--- config.mk ---
export PLATFORM = sky130hd
export DESIGN_NAME = ram_port_arbiter_flat
export DESIGN_NICKNAME = d
export VERILOG_FILES = /design/src/rtl/ram_port_arbiter_if.sv /design/src/rtl/ram_port_arbiter.sv /design/src/flat_wrapper.sv
export SDC_FILE = /design/constraint.sdc
export NUM_CORES = 1
export LEC_CHECK = 0
export ABC_CLOCK_PERIOD_IN_PS = 1800
export BUFFER_PORTS_ARGS = -buffer_cell sky130_fd_sc_hd__buf_2
export CAP_MARGIN = 40
export CORE_MARGIN = 3
export CORE_UTILIZATION = 44
export CTS_BUF_LIST = sky130_fd_sc_hd__clkbuf_4 sky130_fd_sc_hd__clkbuf_8
export CTS_CLUSTER_SIZE = 40
export DETAILED_ROUTE_END_ITERATION = 10
export PLACE_DENSITY = 0.78
export SYNTH_ARGS = -nofsm -noshare
export SYNTH_HDL_FRONTEND = slang
export SYNTH_SLANG_ARGS = --single-unit
--- constraint.sdc ---
create_clock -name clk -period 1.8 [get_ports clk]
set_input_delay 0.09 -clock clk [delete_from_list [all_inputs] [get_ports clk]]
set_output_delay 0.09 -clock clk [all_outputs]
set_load 0.03 [all_outputs]
--- src/rtl/ram_port_arbiter_if.sv ---
// ram_port_arbiter_if: requester-side bus of the RAM port arbiter.
// Masters (processors or testbench) drive requests and consume read responses;
// the arbiter is the slave that grants and routes responses back.
interface ram_port_arbiter_if #(
  parameter int NUM_REQ    = 2,
  parameter int DATA_WIDTH = 8,
  parameter int ADDR_WIDTH = 8
);

  logic [NUM_REQ-1:0]            req_valid;
  logic [NUM_REQ-1:0]            req_we;
  logic [NUM_REQ*ADDR_WIDTH-1:0] req_addr;
  logic [NUM_REQ*DATA_WIDTH-1:0] req_wdata;
  logic [NUM_REQ-1:0]            req_ready;
  logic [NUM_REQ-1:0]            rsp_valid;
  logic [DATA_WIDTH-1:0]         rsp_data;

  modport master (
    output req_valid,
    output req_we,
    output req_addr,
    output req_wdata,
    input  req_ready,
    input  rsp_valid,
    input  rsp_data
  );

  modport slave (
    input  req_valid,
    input  req_we,
    input  req_addr,
    input  req_wdata,
    output req_ready,
    output rsp_valid,
    output rsp_data
  );

endinterface

--- src/rtl/ram_port_arbiter.sv ---
// ram_port_arbiter: shares one simple dual-port RAM (1 read + 1 write port,
// 1-cycle registered read) between NUM_REQ requesters. Independent round-robin
// for reads and writes, same-address read/write conflict resolution with a
// one-cycle read deferral limit, registered RAM commands, and a two-stage tag
// pipeline that steers read data back to the issuing requester.
module ram_port_arbiter #(
  parameter  int NUM_REQ         = 2,
  parameter  int DATA_SIZE_BYTES = 1,
  parameter  int ADDR_WIDTH      = 8,
  localparam int DATA_WIDTH      = DATA_SIZE_BYTES * 8
) (
  input  logic                  clk,
  input  logic                  rst,
  ram_port_arbiter_if.slave     io_bus,
  output logic                  o_ram_rd_en,
  output logic [ADDR_WIDTH-1:0] o_ram_rd_addr,
  output logic                  o_ram_wr_en,
  output logic [ADDR_WIDTH-1:0] o_ram_wr_addr,
  output logic [DATA_WIDTH-1:0] o_ram_wr_data,
  input  logic [DATA_WIDTH-1:0] i_ram_rd_data,
  input  logic                  i_ram_rd_valid
);

  localparam int PTR_W = (NUM_REQ > 1) ? $clog2(NUM_REQ) : 1;
  localparam logic [PTR_W-1:0] LAST_IDX = PTR_W'(NUM_REQ - 1);

  // Round-robin pointers and the conflict deferral flag
  logic [PTR_W-1:0] r_rdPtr;
  logic [PTR_W-1:0] r_wrPtr;
  logic             r_rdDefer;

  // Read tag pipeline, aligned with the RAM's registered read
  logic             r_pend1;
  logic             r_pend2;
  logic [PTR_W-1:0] r_tag1;
  logic [PTR_W-1:0] r_tag2;

  // Combinational arbitration results
  logic [NUM_REQ-1:0]    w_rdCand;
  logic [NUM_REQ-1:0]    w_wrCand;
  logic [NUM_REQ-1:0]    w_rdOneHot;
  logic [NUM_REQ-1:0]    w_wrOneHot;
  logic                  w_rdFound;
  logic                  w_wrFound;
  logic [PTR_W-1:0]      w_rdIdx;
  logic [PTR_W-1:0]      w_wrIdx;
  logic [ADDR_WIDTH-1:0] w_rdAddr;
  logic [ADDR_WIDTH-1:0] w_wrAddr;
  logic [DATA_WIDTH-1:0] w_wrData;
  logic                  w_conflict;
  logic                  w_rdGrant;
  logic                  w_wrGrant;

  // Round-robin pick: first candidate at or above ptr, else first overall (wrap)
  function automatic logic [NUM_REQ-1:0] rrOneHot(
    input logic [NUM_REQ-1:0] cand,
    input logic [PTR_W-1:0]   ptr
  );
    logic found;
    rrOneHot = '0;
    found    = 1'b0;
    for (int i = 0; i < NUM_REQ; i++) begin
      if (!found && cand[i] && (PTR_W'(i) >= ptr)) begin
        rrOneHot[i] = 1'b1;
        found       = 1'b1;
      end
    end
    for (int i = 0; i < NUM_REQ; i++) begin
      if (!found && cand[i]) begin
        rrOneHot[i] = 1'b1;
        found       = 1'b1;
      end
    end
  endfunction

  // Pointer advance: granted index + 1, wrapping at the last requester
  function automatic logic [PTR_W-1:0] nextPtr(input logic [PTR_W-1:0] idx);
    nextPtr = (idx == LAST_IDX) ? '0 : idx + PTR_W'(1);
  endfunction

  // Find read and write winners and decode their index, address and data
  always_comb begin
    w_rdCand   = io_bus.req_valid & ~io_bus.req_we;
    w_wrCand   = io_bus.req_valid &  io_bus.req_we;
    w_rdOneHot = rrOneHot(w_rdCand, r_rdPtr);
    w_wrOneHot = rrOneHot(w_wrCand, r_wrPtr);
    w_rdFound  = |w_rdOneHot;
    w_wrFound  = |w_wrOneHot;
    w_rdIdx    = '0;
    w_wrIdx    = '0;
    w_rdAddr   = '0;
    w_wrAddr   = '0;
    w_wrData   = '0;
    for (int i = 0; i < NUM_REQ; i++) begin
      if (w_rdOneHot[i]) begin
        w_rdIdx  = PTR_W'(i);
        w_rdAddr = io_bus.req_addr[i*ADDR_WIDTH +: ADDR_WIDTH];
      end
      if (w_wrOneHot[i]) begin
        w_wrIdx  = PTR_W'(i);
        w_wrAddr = io_bus.req_addr[i*ADDR_WIDTH +: ADDR_WIDTH];
        w_wrData = io_bus.req_wdata[i*DATA_WIDTH +: DATA_WIDTH];
      end
    end
  end

  // Same-address conflict: write wins first, the deferred read wins next time
  always_comb begin
    w_conflict = w_rdFound && w_wrFound && (w_rdAddr == w_wrAddr);
    w_rdGrant  = w_rdFound && (!w_conflict ||  r_rdDefer);
    w_wrGrant  = w_wrFound && (!w_conflict || !r_rdDefer);
  end

  // Ready strobes to the winners; nothing is accepted while reset is held
  always_comb begin
    io_bus.req_ready = '0;
    if (!rst) begin
      io_bus.req_ready = (w_rdGrant ? w_rdOneHot : '0) |
                         (w_wrGrant ? w_wrOneHot : '0);
    end
  end

  // Pointer and deferral state update
  always_ff @(posedge clk or posedge rst) begin
    if (rst) begin
      r_rdPtr   <= '0;
      r_wrPtr   <= '0;
      r_rdDefer <= 1'b0;
    end else begin
      if (w_rdGrant) r_rdPtr <= nextPtr(w_rdIdx);
      if (w_wrGrant) r_wrPtr <= nextPtr(w_wrIdx);
      if (w_conflict && !r_rdDefer) r_rdDefer <= 1'b1;
      else if (w_rdGrant)           r_rdDefer <= 1'b0;
    end
  end

  // Registered RAM commands; address/data hold when no grant
  always_ff @(posedge clk or posedge rst) begin
    if (rst) begin
      o_ram_rd_en   <= 1'b0;
      o_ram_rd_addr <= '0;
      o_ram_wr_en   <= 1'b0;
      o_ram_wr_addr <= '0;
      o_ram_wr_data <= '0;
    end else begin
      o_ram_rd_en <= w_rdGrant;
      o_ram_wr_en <= w_wrGrant;
      if (w_rdGrant) o_ram_rd_addr <= w_rdAddr;
      if (w_wrGrant) begin
        o_ram_wr_addr <= w_wrAddr;
        o_ram_wr_data <= w_wrData;
      end
    end
  end

  // Two-stage tag pipeline matching command register plus RAM read latency
  always_ff @(posedge clk or posedge rst) begin
    if (rst) begin
      r_pend1 <= 1'b0;
      r_pend2 <= 1'b0;
      r_tag1  <= '0;
      r_tag2  <= '0;
    end else begin
      r_pend1 <= w_rdGrant;
      if (w_rdGrant) r_tag1 <= w_rdIdx;
      r_pend2 <= r_pend1;
      r_tag2  <= r_tag1;
    end
  end

  // Steer the response strobe to the issuing requester; data is shared
  always_comb begin
    io_bus.rsp_valid = '0;
    for (int i = 0; i < NUM_REQ; i++) begin
      io_bus.rsp_valid[i] = r_pend2 && (r_tag2 == PTR_W'(i));
    end
    io_bus.rsp_data = i_ram_rd_data;
  end

  // The RAM's read-valid must line up with the tag pipeline's last stage
  property p_rdValidAligned;
    @(posedge clk) disable iff (rst) (i_ram_rd_valid == r_pend2);
  endproperty
  a_rdValidAligned: assert property (p_rdValidAligned);

endmodule

--- src/flat_wrapper.sv ---
// flat-port wrapper written by rule: the top's interface ports become plain ports
module ram_port_arbiter_flat 
#(
  parameter  int NUM_REQ         = 2,
  parameter  int DATA_SIZE_BYTES = 1,
  parameter  int ADDR_WIDTH      = 8,
  localparam int DATA_WIDTH      = DATA_SIZE_BYTES * 8
)
  (clk, rst, o_ram_rd_en, o_ram_rd_addr, o_ram_wr_en, o_ram_wr_addr, o_ram_wr_data, i_ram_rd_data, i_ram_rd_valid, io_bus_req_valid, io_bus_req_we, io_bus_req_addr, io_bus_req_wdata, io_bus_req_ready, io_bus_rsp_valid, io_bus_rsp_data);
  ram_port_arbiter_if #(.NUM_REQ(NUM_REQ), .DATA_WIDTH((8)), .ADDR_WIDTH(ADDR_WIDTH)) io_bus_i ();
  input  logic clk;
  input  logic rst;
  output logic o_ram_rd_en;
  output logic [ADDR_WIDTH-1:0] o_ram_rd_addr;
  output logic o_ram_wr_en;
  output logic [ADDR_WIDTH-1:0] o_ram_wr_addr;
  output logic [DATA_WIDTH-1:0] o_ram_wr_data;
  input  logic [DATA_WIDTH-1:0] i_ram_rd_data;
  input  logic i_ram_rd_valid;
  input wire logic [$bits(io_bus_i.req_valid)-1:0] io_bus_req_valid;
  input wire logic [$bits(io_bus_i.req_we)-1:0] io_bus_req_we;
  input wire logic [$bits(io_bus_i.req_addr)-1:0] io_bus_req_addr;
  input wire logic [$bits(io_bus_i.req_wdata)-1:0] io_bus_req_wdata;
  output wire logic [$bits(io_bus_i.req_ready)-1:0] io_bus_req_ready;
  output wire logic [$bits(io_bus_i.rsp_valid)-1:0] io_bus_rsp_valid;
  output wire logic [$bits(io_bus_i.rsp_data)-1:0] io_bus_rsp_data;
  assign io_bus_i.req_valid = io_bus_req_valid;
  assign io_bus_i.req_we = io_bus_req_we;
  assign io_bus_i.req_addr = io_bus_req_addr;
  assign io_bus_i.req_wdata = io_bus_req_wdata;
  assign io_bus_req_ready = io_bus_i.req_ready;
  assign io_bus_rsp_valid = io_bus_i.rsp_valid;
  assign io_bus_rsp_data = io_bus_i.rsp_data;
  ram_port_arbiter #(.NUM_REQ(NUM_REQ), .DATA_SIZE_BYTES(DATA_SIZE_BYTES), .ADDR_WIDTH(ADDR_WIDTH)) u_core (.clk(clk), .rst(rst), .io_bus(io_bus_i), .o_ram_rd_en(o_ram_rd_en), .o_ram_rd_addr(o_ram_rd_addr), .o_ram_wr_en(o_ram_wr_en), .o_ram_wr_addr(o_ram_wr_addr), .o_ram_wr_data(o_ram_wr_data), .i_ram_rd_data(i_ram_rd_data), .i_ram_rd_valid(i_ram_rd_valid));
endmodule
After elaboration in Yosys (flattened, before gate mapping)

Index checks and enable logic that the tools add are counted.

Bits in read-only memories: 0
Memory bits (writable): 0
Bits of input ports: 47
Bits in latches: 0
Logic and storage cells: 80
Register bits after elaboration: 32
Memories: 0
Output and inout port bits: 38

Eq/ne operators: 1
Multiplexer cells: 27
$lt $le $gt $ge: 4
$mul: 0
Add/subtract/negate cells: 2
Reductions and logical operators: 30
Shift operators: 0
Divide/modulo/power cells: 0
Bitwise operators: 5

Operators with widths:

| operator            | count |
|---|---|
| $mux 8              | 6 |
| $mux 1              | 18 |
| $logic_and 1x1->1   | 17 |
| $eq 8x8->1          | 1 |
| $logic_not 1->1     | 8 |
| $mux 2              | 3 |
| $and 2x2->2         | 2 |
| $ge 1x1->1 const A  | 4 |
| $reduce_or 2->1     | 2 |
| $add 1x1->1 const B | 2 |
| $logic_or 1x1->1    | 2 |
| $not 2->2           | 1 |
| $or 2x2->2          | 1 |
| $reduce_bool 2->1   | 1 |
| $not 1->1           | 1 |

Depth between registers and ports, before layout

Gate-level depths: netlist (run 1).

Depth in word-level cells: 23
Depth in mapped cells: 9
Mapped depth without buffers: 6

Least setup slack after synthesis (run 1)

Ideal clock, no wire load.

Path kind: register to output
Start: register u_core.r_wrPtr
End: output port io_bus_req_ready[0]
Data required time: 1.710 ns
Buffers on the path: 1
Setup slack: -0.330 ns
Arrival time: 2.040 ns
Cell stages (with the launch flop): 6
Cells stage by stage: dfrtp_1 a31oi_1 clkbuf_1 mux2i_1 nand4_1 nor3b_1

Longest elaborated chain between the ends: 22
Elaborated cells on any way between the ends: 31
Those cells by class: 2 x order compare; 1 x eq/ne; 11 x mux; 1 x bitwise; 16 x reduce/logical

RTL lines:

| what                                            | RTL line                                         | text |
|---|---|---|
| start: declaration                              | ram_port_arbiter.sv:29                           | `logic [PTR_W-1:0] r_wrPtr;` |
| start signal: assignment                        | ram_port_arbiter.sv:131                          | `if (w_wrGrant) r_wrPtr <= nextPtr(w_wrIdx);` |
| $ge 1x1->1                                      | ram_port_arbiter.sv:63                           | `if (!found && cand[i] && (PTR_W'(i) >= ptr)) begin` |
| $logic_and 1x1->1                               | ram_port_arbiter.sv:63                           |  |
| $mux 1                                          | ram_port_arbiter.sv:63                           |  |
| $logic_not 1->1                                 | ram_port_arbiter.sv:63                           |  |
| $logic_and 1x1->1 (2 in a row)                  | ram_port_arbiter.sv:63                           |  |
| $mux 1                                          | ram_port_arbiter.sv:63                           |  |
| $logic_not 1->1                                 | ram_port_arbiter.sv:69                           | `if (!found && cand[i]) begin` |
| $logic_and 1x1->1                               | ram_port_arbiter.sv:69                           |  |
| [... 5 more ...]                                | --                                               |  |
| $eq 8x8->1 or $logic_and 1x1->1 (tied branches) | ram_port_arbiter.sv:109                          | `w_conflict = w_rdFound && w_wrFound && (w_rdAddr == w_wrAddr);` |
| $logic_and 1x1->1                               | ram_port_arbiter.sv:109                          |  |
| $logic_not 1->1                                 | ram_port_arbiter.sv:110, ram_port_arbiter.sv:111 |  |
| $logic_or 1x1->1 (on tied branches)             | ram_port_arbiter.sv:110, ram_port_arbiter.sv:111 |  |
| $logic_and 1x1->1 (on tied branches)            | ram_port_arbiter.sv:110, ram_port_arbiter.sv:111 |  |
| $mux 2 (on tied branches)                       | ram_port_arbiter.sv:118, ram_port_arbiter.sv:119 |  |
| $or 2x2->2 *                                    | ram_port_arbiter.sv:118                          | `io_bus.req_ready = (w_rdGrant ? w_rdOneHot : '0) \|` |
| $mux 2 *                                        | ram_port_arbiter.sv:117                          | `if (!rst) begin` |
| end: declaration                                | flat_wrapper.sv:24                               | `output wire logic [$bits(io_bus_i.req_ready)-1:0] io_bus_req_ready;` |

Every way passes the cells marked *; elsewhere a longest branch is shown, timed or not.

Worst setup path in the final report (run 1)

Start: register u_core.r_rdPtr
End: register u_core.o_ram_wr_addr[7]

Longest elaborated chain between the ends: 19
Elaborated cells on any way between the ends: 25
Those cells by class: 2 x order compare; 1 x eq/ne; 8 x mux; 14 x reduce/logical

RTL lines:

| what                                            | RTL line                                       | text |
|---|---|---|
| start: declaration                              | ram_port_arbiter.sv:28                         | `logic [PTR_W-1:0] r_rdPtr;` |
| start signal: assignment                        | ram_port_arbiter.sv:130                        | `if (w_rdGrant) r_rdPtr <= nextPtr(w_rdIdx);` |
| $ge 1x1->1                                      | ram_port_arbiter.sv:63                         |  |
| $logic_and 1x1->1                               | ram_port_arbiter.sv:63                         |  |
| $mux 1                                          | ram_port_arbiter.sv:63                         |  |
| $logic_not 1->1                                 | ram_port_arbiter.sv:63                         |  |
| $logic_and 1x1->1 (2 in a row)                  | ram_port_arbiter.sv:63                         |  |
| $mux 1                                          | ram_port_arbiter.sv:63                         |  |
| $logic_not 1->1                                 | ram_port_arbiter.sv:69                         |  |
| $logic_and 1x1->1                               | ram_port_arbiter.sv:69                         |  |
| [... 2 more ...]                                | --                                             |  |
| $logic_and 1x1->1                               | ram_port_arbiter.sv:69                         |  |
| $mux 1                                          | ram_port_arbiter.sv:69                         |  |
| $mux 8 or $reduce_or 2->1 (tied branches)       | ram_port_arbiter.sv:95, ram_port_arbiter.sv:87 |  |
| $eq 8x8->1 or $logic_and 1x1->1 (tied branches) | ram_port_arbiter.sv:109                        |  |
| $logic_and 1x1->1 *                             | ram_port_arbiter.sv:109                        |  |
| $logic_not 1->1 *                               | ram_port_arbiter.sv:111                        | `w_wrGrant = w_wrFound && (!w_conflict \|\| !r_rdDefer);` |
| $logic_or 1x1->1 *                              | ram_port_arbiter.sv:111                        |  |
| $logic_and 1x1->1 *                             | ram_port_arbiter.sv:111                        |  |
| end signal: assignment                          | ram_port_arbiter.sv:150                        | `o_ram_wr_addr <= w_wrAddr;` |
| end: declaration                                | ram_port_arbiter.sv:18                         | `output logic [ADDR_WIDTH-1:0] o_ram_wr_addr,` |

Marks and branches as above.
A chain may end at the register's enable or synchronous reset.

==> results of run 1 <==
## Yosys cell counts (all sizes together)
cell type / instances
a21oi: 1
a221oi: 1
a22o: 24
a22oi: 2
a2bb2oi: 2
a31oi: 4
a41o: 1
a41oi: 2
and2: 2
and3: 1
buf: 15
clkbuf: 5
dfrtp: 32
inv: 16
mux2: 16
mux2i: 1
nand2: 7
nand2b: 1
nand3: 7
nand4: 3
nor2: 4
nor2b: 3
nor3: 1
nor3b: 2
o2111a: 1
o211a: 1
o21a: 1
o21ai: 5
o2bb2ai: 10
o311a: 1
o31ai: 2
o32ai: 1
xnor2: 1
xor2: 1
## worst max path at each step
stage	cells after the start	endpoint
after CTS	8	io_bus_req_ready[1]
final	7	u_core.o_ram_wr_addr[7]
after detailed placement	8	u_core.o_ram_rd_addr[2]
after global placement	8	u_core.o_ram_rd_addr[4]
after global routing	7	u_core.o_ram_wr_addr[7]
after floorplan	6	u_core.o_ram_wr_addr[1]
## placed cells by master (no fill, tap or decap), drive strengths merged, types with 2 or more instances in the layout
master   Yosys  layout
a22oi        2       2
dfrtp       32      32
o2bb2ai     10      10
a22o        24      24
nand4        3       3
inv         16      16
o31ai        2       2
clkinv       0       2
nand3        7       7
o21ai        5       5
nor2b        3       3
buf         15     100
nor2         4       4
clkbuf       5       8
nand2        7       7
and2         2       2
a31oi        4       4
nor3b        2       2
mux2        16      16
a2bb2oi      2       2
a41oi        2       2
## routing by layer
metal  routed length (µm)  track usage
met4                  131       0.0697
met1                 2270        0.271
met3                  400       0.0413
met2                 2750        0.330
met5                    0            0
## metrics by stage
step | cell area, µm² | utilization | hold WS [ps] | TNS (ps) | setup WS [ps]
global route | 2840 | 0.684 | 150 | -6500 | -331
detailed placement | 2450 | 0.591 | 180 | -4860 | -226
floorplan | 2010 | - | 206 | -374 | -30.6
CTS | 2650 | 0.639 | 125 | -1510 | -160
global placement | 2450 | 0.591 | 180 | -3270 | -159
finish | 2840 | 0.684 | 140 | -4330 | -217
## power by group through the flow
stage | Clock [µW] | Combinational, µW | Sequential, µW
after floorplan | 0 | 351 | 1030
after global placement | 0 | 705 | 874
after detailed placement | 0 | 717 | 877
after CTS | 577 | 755 | 864
after global routing | 612 | 882 | 876
final | 562 | 834 | 865
## cell type report
class	instances	area [µm²]
Fill cell	311	1310
Multi-Input combinational cell	109	1110
Sequential cell	32	801
Timing Repair Buffer	103	704
Clock buffer	6	82.6
Tap cell	50	62.6
Inverter	16	60.1
Clock inverter	2	10.0
## repair_timing
action | in CTS | in global routing
pin swaps | 4 | 2
cloned | 0 | 2
setup buffers | 5 | 5
setup endpoints to repair | 27 | 30
hold buffers | 1 | 0
endpoints found under the hold margin | 32 | 0
resized for setup | 11 | 14
## cell families (layout without fill, tap and decap cells)
logic type      count (synthesis)  count (layout)  synth area share
mux                            17              17             0.111
compound gates                 59              59             0.276
flops                          32              32             0.411
buf+inv                        36             127             0.103
simple gates                   31              31            0.0815
xor+xnor                        2               2            0.0186
## critical path: cells and delay by family (launching register included)
family / cells / cell delay [ps]
AOI/OAI and AO/OA: 3 / 710
DFF: 1 / 410
muxes: 1 / 320
and+or+nand+nor: 2 / 260
buffers and inverters: 1 / 200
==> run_results.csv, run 1 <==
group,metric,value,unit
sta,slew_headroom,0.721,
die,core_area,0.00414,mm²
sta,hold_violations,0,
placement,io_buffers,67,
power,switching_power,775,µW
die,rows,23,
critical_path,cp_cell_sequence,"nor3b_1 -> o21ai_1 -> nand2_1 -> a41o_4 -> a41oi_4 -> clkbuf_16 -> mux2_2",
clock_network,cts_root_buffer,"clkbuf_8",
yosys,synth_top_area_frac,0.411,
critical_path,worst-endpoint-required,1960,ps
layout,layout.cells.non_filler,318,
yosys,syn_area,0.00195,mm²
die,die_area,0.00527,mm²
yosys,synth_cell_types,39,
power,p_sw_frac,0.343,
critical_path,ff2ff_setup_slack,-220,ps
power,power.density,797,mW/mm²
placement,place_inst,297,
yosys,ys_seq_elements,32,
worst_hold_path,min_to,"u_core.o_ram_wr_data[5]",
die,num_io_pins,85,
global_routing,grt_pass1_wl,8490,µm
run_status,violations,"setup timing",
yosys,syn_nets,224,
placement,hpwlAfterDp,3780,µm
power,ir_worst_vdd,0.000318,V
die,start_util,0.471,
critical_path,cp_slowest_cell,"dfrtp_1",
global_routing,grt_usage,0.203,
clock_network,htreeDepth,2,
layout,layout-drive-gt1-share,0.560,
yosys,syn_area_per_cell,11.0,µm²
run,maxCapViolCount,0,
power,seq_power_share,0.382,
clock_network,cts_tree,"done",
layout,nNetsFinal,314,
sta,skew,5.72,ps
critical_path,arrival,2180,ps
power,p_leak,0.00141,µW
clock_network,worstSkewPairLatency,280,ps
worst_hold_path,min_path_type,"in2reg",
critical_path,r2r_cells,7,
detailed_routing,wl_per_cell,17.5,µm
sta,fin_crit,2020,ps
global_routing,overflow,0,
global_routing,antenna_found_initial,0,
detailed_routing,via_count,1807,
critical_path,worstSetupPathType,"reg2reg",
clock_network,path_clk_slew,70,ps
layout,n_antenna_cell,0,
sta,max_slew.worst_pin.slew,419,ps
global_routing,grt_pass1_vias,1797,
sta,setup_viol,31,
sta,rsz0062_at_grt,"yes",
detailed_routing,routed_via_density,5.68,
sta,setup_slack,-217,ps
sta,period_share,1.12,
sta,drv_slew,0,
detailed_routing,dr.first_iter.drc_count,193,
yosys,yosysWarnings,0,
layout,largestRegisters,"u_core.o_ram_rd_addr: 8 flops, u_core.o_ram_wr_addr: 8 flops, u_core.o_ram_wr_data: 8 flops",
yosys,synth_area_leader_cell,"dfrtp_1",
global_routing,grt_max_degree,33,
clock_network,cts_buffer_depth,2,
detailed_routing,antenna_left,0,
critical_path,path_max_fanout,4,
yosys,yosysSeqAreaShare,0.411,
power,total_power,2260,µW
clock_network,cts_buffers,5,
placement,finalWeightedCongestion,0.825,
critical_path,reg2reg_to,"u_core.o_ram_wr_addr[7]",
power,p_int,1490,µW
detailed_routing,drc,0,
detailed_routing,wirelength,5550,µm
critical_path,crit_start,"u_core.r_rdPtr",
clock_network,cts.sinks,32,
die,die_w,72.6,µm
die,fp.dieH,72.6,µm
power,clkPwrFrac,0.249,
critical_path,slowest_delay,410,ps
worst_hold_path,min-delay-start,"io_bus_req_wdata[13]",
critical_path,cp-end-kind,"flip-flop",
run_status,status,"complete, but fails checks",
power,pwr-share-comb,0.369,
detailed_routing,dr.pass1.iters,4,
yosys,synth_area_leaders,"dfrtp_1 (41%), a22o_1 (11%), mux2_4 (5.4%)",
critical_path,critPathLaunchType,"flip-flop",
critical_path,reg2reg_from,"u_core.r_rdPtr",
layout,syn_to_final_growth,45.3,%
sta,max_freq,496,MHz
yosys,synthCells,177,
worst_hold_path,hold_depth,3,
Note: power is estimated with default switching activity, not from simulation.
==> inputs of run 2 (changes only) <==
--- a/config.mk
+++ b/config.mk
@@ -9,11 +9,10 @@
 export BUFFER_PORTS_ARGS = -buffer_cell sky130_fd_sc_hd__buf_2
 export CAP_MARGIN = 40
 export CORE_MARGIN = 3
-export CORE_UTILIZATION = 44
-export CTS_BUF_LIST = sky130_fd_sc_hd__clkbuf_4 sky130_fd_sc_hd__clkbuf_8
+export CORE_UTILIZATION = 43
 export CTS_CLUSTER_SIZE = 40
 export DETAILED_ROUTE_END_ITERATION = 10
-export PLACE_DENSITY = 0.78
+export PLACE_DENSITY = 0.76
 export SYNTH_ARGS = -nofsm -noshare
 export SYNTH_HDL_FRONTEND = slang
 export SYNTH_SLANG_ARGS = --single-unit
==> run 2 against run 1 <==
Effect of this change: the run still ends with setup timing left; total power fell by 2.8%; sequential share of layout area rose by 2.1 points; highest routed layer unchanged; largest power group unchanged; clock skew rose by 0.51 ps.
==> run_results.csv, run 2 (same netlist as run 1, synthesis figures left out) <==
group,metric,value,unit
clock_network,cts_tree,"done",
sta,setup_viol,18,
sta,fin_crit,1980,ps
clock_network,path_clk_slew,70,ps
detailed_routing,dr.pass1.iters,4,
detailed_routing,via_count,1707,
global_routing,grt_pass1_vias,1669,
global_routing,grt_max_degree,33,
die,num_io_pins,85,
power,switching_power,724,µW
sta,period_share,1.10,
detailed_routing,dr.first_iter.drc_count,116,
sta,rsz0062_at_grt,"yes",
die,rows,23,
clock_network,htreeDepth,2,
power,p_leak,0.00134,µW
detailed_routing,wl_per_cell,16.0,µm
run,maxCapViolCount,0,
power,ir_worst_vdd,0.000360,V
clock_network,cts_buffers,5,
critical_path,worst-endpoint-required,1710,ps
clock_network,cts_root_buffer,"clkbuf_8",
layout,layout-drive-gt1-share,0.514,
global_routing,grt_pass1_wl,7990,µm
worst_hold_path,min_path_type,"in2reg",
power,total_power,2200,µW
placement,hpwlAfterDp,3680,µm
sta,max_slew.worst_pin.slew,420,ps
layout,utilization,0.632,
layout,largestRegisters,"u_core.o_ram_rd_addr: 8 flops, u_core.o_ram_wr_addr: 8 flops, u_core.o_ram_wr_data: 8 flops",
power,power.density,833,mW/mm²
die,die_area,0.00538,mm²
run_status,status,"complete, but fails checks",
sta,hold_violations,0,
die,start_util,0.467,
critical_path,cp-end-kind,"output port",
layout,syn_to_final_growth,35.2,%
power,seq_power_share,0.393,
sta,max_freq,505,MHz
layout,n_antenna_cell,0,
global_routing,antenna_found_initial,0,
clock_network,worstSkewPairLatency,280,ps
power,p_int,1470,µW
placement,io_buffers,67,
global_routing,grt_usage,0.194,
clock_network,cts_buffer_depth,2,
placement,finalWeightedCongestion,0.872,
detailed_routing,routed_via_density,5.52,
die,core_area,0.00417,mm²
sta,setup_slack,-182,ps
layout,layout_commonest_cell,"buf_2",
layout,nNetsFinal,306,
layout,layout_common_cells,"buf_2 (65), dfrtp_1 (32), a22o_1 (24)",
sta,slew_headroom,0.720,
global_routing,overflow,0,
critical_path,arrival,1890,ps
detailed_routing,wirelength,4940,µm
power,pwr-share-comb,0.339,
die,fp.dieH,73.4,µm
detailed_routing,drc,0,
sta,drv_slew,0,
critical_path,worstSetupPathType,"reg2out",
detailed_routing,antenna_left,0,
power,p_sw_frac,0.330,
die,die_w,73.4,µm
sta,skew,6.23,ps
power,clkPwrFrac,0.268,
critical_path,path_max_fanout,4,
clock_network,cts.sinks,32,
critical_path,critPathLaunchType,"flip-flop",
run_status,violations,"setup timing",
==> run 2: power groups by stage <==
stage          Clock [µW]  Combinational, µW  Sequential [µW]
6_report              589                744              864
5_1_grt               635                798              876
4_1_cts               597                740              864
3_5_place_dp            0                721              877
3_3_place_gp            0                710              874
2_1_floorplan           0                351             1030
==> run 2: cell type report <==
class	count	area, µm²
Fill cell	327	1540
Sequential cell	32	801
Clock buffer	7	96.3
Tap cell	50	62.6
Inverter	16	60.1
Multi-Input combinational cell	109	1020
Timing Repair Buffer	95	601
==> run 2: metal layers <==
metal / global-route usage / wire length (µm) / part of all wire
met2: 0.303 / 2390 / 0.48
met1: 0.262 / 2160 / 0.44
met3: 0.0410 / 327 / 0.066
met4: 0.0765 / 72 / 0.015
met5: 0 / 0 / 0
==> run 2: timing repair <==
action                                  CTS  global route
buffers inserted                          0             1
endpoints found under the hold margin    32             0
pin swaps                                 2             0
endpoints found under the setup margin   27            28
hold buffers                              1             0
gates resized for setup                   9             3
==> run 2: final timing paths <==
check,slack (ps),end,depth (start not counted),from
setup / recovery,-180,io_bus_req_ready[1],8,u_core.r_wrPtr
hold / removal,130,u_core.o_ram_wr_data[6],3,io_bus_req_wdata[14]
setup reg to reg,-120,u_core.o_ram_rd_addr[7],6,u_core.r_wrPtr
hold reg to reg,370,u_core.r_pend2,0,u_core.o_ram_rd_en
max in group asynchronous,1020,u_core.o_ram_wr_data[5],4,rst
min in group asynchronous,470,u_core.r_rdPtr,4,rst
==> run 2: metrics by stage <==
stage | TNS [ps] | cells | instance area (µm²) | hold WS [ps] | worst slack [ps]
2_1_floorplan | -374 | 177 | 2010 | 206 | -30.6
3_3_place_gp | -2910 | 300 | 2470 | 180 | -136
6_report | -1730 | 309 | 2640 | 132 | -182
4_1_cts | -1710 | 308 | 2620 | 129 | -191
3_5_place_dp | -4080 | 300 | 2470 | 180 | -192
5_1_grt | -3820 | 309 | 2640 | 133 | -280
==> run 2: worst max-delay path, stage by stage (launching register included) <==
cell and delay (ps):
dfrtp_1 400, and3_1 150, o21ai_1 110, nand2_1 90
a41o_2 280, buf_6 130, o2111a_1 130, nor3_2 120
buf_4 190
==> inputs of run 3 (changes only) <==
--- a/config.mk
+++ b/config.mk
@@ -5,6 +5,7 @@
 export SDC_FILE = /design/constraint.sdc
 export NUM_CORES = 1
 export LEC_CHECK = 0
+export ABC_AREA = 1
 export ABC_CLOCK_PERIOD_IN_PS = 1800
 export BUFFER_PORTS_ARGS = -buffer_cell sky130_fd_sc_hd__buf_2
 export CAP_MARGIN = 40
==> run 3 against run 2 <==
Effect of this change: the flow still finishes with violations (setup timing); routed wire length grew 38%; via count up 41%; non-clock buffer count rose by 31; clock skew up 4.8 ps; sequential share of layout area fell by 5.1 points; critical path depth rose by 5; critical path type unchanged.
==> run_results.csv, run 3 <==
group,metric,value,unit
sta,fin_crit,2200,ps
detailed_routing,wirelength,6840,µm
critical_path,crit_start,"u_core.r_rdPtr",
clock_network,cts_buffer_depth,2,
yosys,synth_area_leaders,"dfrtp_1 (40%), nand2_1 (20%), nand3_1 (10%)",
critical_path,worst-endpoint-required,1710,ps
detailed_routing,dr.pass1.iters,6,
yosys,yosysWarnings,0,
sta,drv_slew,0,
worst_hold_path,min-delay-start,"io_bus_req_wdata[5]",
power,total_power,2450,µW
run_status,violations,"setup timing",
detailed_routing,routed_via_density,5.21,
layout,syn_to_final_growth,56.9,%
clock_network,htreeDepth,2,
layout,largestRegisters,"u_core.o_ram_rd_addr: 8 flops, u_core.o_ram_wr_addr: 8 flops, u_core.o_ram_wr_data: 8 flops",
die,fp.dieH,74.5,µm
global_routing,overflow,0,
die,start_util,0.454,
die,core_area,0.00444,mm²
layout,seqCellArea,801,µm²
layout,nNetsFinal,455,
layout,multi_input_area,0.00124,mm²
power,p_sw_frac,0.343,
power,clkPwrFrac,0.306,
layout,n_antenna_cell,0,
power,switching_power,843,µW
global_routing,grt_pass1_vias,2249,
power,pwr-share-comb,0.345,
yosys,synth-adder-area-share,0,
placement,io_buffers,67,
yosys,synthCells,286,
sta,period_share,1.22,
placement,place_inst,422,
run,maxCapViolCount,0,
global_routing,grt_max_degree,32,
clock_network,cts_buffers,5,
layout,n_fill_cell,326,
detailed_routing,antenna_left,0,
die,rows,24,
yosys,ys_seq_elements,32,
sta,hold_violations,0,
layout,layout_commonest_cell,"nand2_1",
power,p_leak,0.00173,µW
critical_path,worstSetupPathType,"reg2out",
global_routing,grt_usage,0.254,
clock_network,cts_tree,"done",
yosys,yosys-top-cells-count,"nand2_1 (105), nand3_1 (41), dfrtp_1 (32)",
yosys,synthFlopType,"dfrtp_1",
die,die_w,74.5,µm
yosys,synth_area_leader_cell,"dfrtp_1",
global_routing,grt_pass1_wl,10700,µm
power,ir_worst_vdd,0.000343,V
detailed_routing,via_count,2400,
power,p_int,1610,µW
critical_path,cp-end-kind,"output port",
yosys,synth-simple-area-share,0.404,
yosys,synth_cell_types,22,
detailed_routing,dr.first_iter.drc_count,152,
yosys,syn_area,0.00202,mm²
critical_path,arrival,2110,ps
detailed_routing,wl_per_cell,14.8,µm
yosys,syn_area_per_cell,7.06,µm²
yosys,ys_async_sr_fraction,1.00,
placement,hpwlAfterDp,4180,µm
yosys,yosysMostFrequentCell,"nand2_1",
sta,max_freq,455,MHz
die,die_area,0.00555,mm²
sta,setup_slack,-396,ps
layout,layout-drive-gt1-share,0.474,
clock_network,path_clk_slew,70,ps
layout,layout.cells.non_filler,461,
yosys,synth_mux_area_frac,0,
sta,setup_viol,32,
detailed_routing,drc,0,
power,power.density,775,mW/mm²
worst_hold_path,min_path_type,"in2reg",
run_status,status,"complete, but fails checks",
critical_path,reg2reg_from,"u_core.r_rdPtr",
sta,max_slew.worst_pin.slew,594,ps
critical_path,path_max_fanout,12,
critical_path,critPathLaunchType,"flip-flop",
sta,slew_headroom,0.603,
yosys,syn_nets,333,
global_routing,antenna_found_initial,0,
placement,finalWeightedCongestion,0.963,
yosys,synthXorXnorAreaFrac,0,
clock_network,cts_root_buffer,"clkbuf_8",
sta,skew,11.0,ps
yosys,synth_top_area_frac,0.397,
die,num_io_pins,85,
yosys,yosysSeqAreaShare,0.397,
clock_network,cts.sinks,32,
sta,rsz0062_at_grt,"yes",
layout,layout_common_cells,"nand2_1 (86), buf_2 (66), buf_4 (52)",
yosys,synth_top_family_by_area,"simple AND/OR/NAND/NOR gates",
yosys,synth_compound_area_frac,0.0737,
yosys,synth_edf_count,0,
power,seq_power_share,0.349,
clock_network,worstSkewPairLatency,280,ps
## run 3: changes by cell type after synthesis, moves of 5 or more
cell	change
nand2_1	+98
nand3_1	+34
a22o_1	-24
o21ai_1	+13
inv_1	+10
nor2_1	+10
o2bb2ai_1	-10
mux2_2	-9
mux2_4	-7
inv_2	+6
clkbuf_1	-5
nand3b_1	+5
o21ai_0	+5
## run 3: metrics by stage
stage / utilization / instance area, µm² / hold slack [ps] / setup slack (ps) / TNS, ps
floorplan: - / 2040 / 206 / -33.4 / -428
global placement: 0.574 / 2550 / -29.5 / -181 / -4320
detailed placement: 0.574 / 2550 / -22.3 / -244 / -5590
CTS: 0.701 / 3120 / 52.8 / -285 / -4350
global route: 0.713 / 3170 / 58.1 / -459 / -10490
finish: 0.713 / 3170 / 52.9 / -396 / -8090
## run 3: path summary, 6_finish.rpt
check | cells after the start | slack, ps | end
max | 13 | -400 | io_bus_req_ready[1]
min | 3 | 50 | u_core.o_ram_wr_data[5]
max reg2reg | 15 | -360 | u_core.o_ram_wr_addr[3]
min reg2reg | 0 | 370 | u_core.r_pend2
max in group asynchronous | 4 | 980 | u_core.o_ram_wr_addr[4]
min in group asynchronous | 3 | 240 | u_core.r_rdDefer
## run 3: final cells by class
cell class / count / share of cell area
Sequential cell: 32 / 0.253
Clock buffer: 7 / 0.0304
Inverter: 32 / 0.0379
Multi-Input combinational cell: 211 / 0.391
Tap cell: 52 / 0.0205
Clock inverter: 1 / 0.00948
Timing Repair Buffer: 126 / 0.258
## run 3: logic make-up after synthesis
kind of cell | Yosys count
flip-flops | 32
AO/OA/AOI/OAI | 29
buffers and inverters | 48
AND/OR/NAND/NOR | 177
## run 3: power groups by stage
stage                     clock network (µW)  registers, µW  logic, µW
after global routing                     796            863        913
final                                    752            855        847
after floorplan                            0           1010        317
after detailed placement                   0            864        682
after global placement                     0            862        673
after CTS                                756            855        810
## run 3: metal layers
metal	vias up	wire (µm)	GRT usage
met3	30	569	0.0635
met5	-	0	0
met4	0	207	0.0810
met1	1103	2720	0.314
li1	1155	-	-
met2	112	3340	0.434
## run 3: repair_timing
action | 4_1_cts | 5_1_grt
cloned | 6 | 0
pin swaps | 14 | 8
setup buffers | 21 | 3
setup endpoints to repair | 32 | 32
hold buffers | 1 | 0
endpoints found under the hold margin | 32 | 0
resized for setup | 53 | 10
## run 3: critical path, stage by stage, from the launching register on
cell and delay [ps]:
dfrtp_1 420, inv_2 80, nand3_4 100, nand2_8 130, inv_1 120, nand2_1 80
nand2_1 60, nand2_1 80, nand2_1 90, nor2_4 170, nand4_4 180, nand2_2 120
a21oi_2 60, buf_6 130
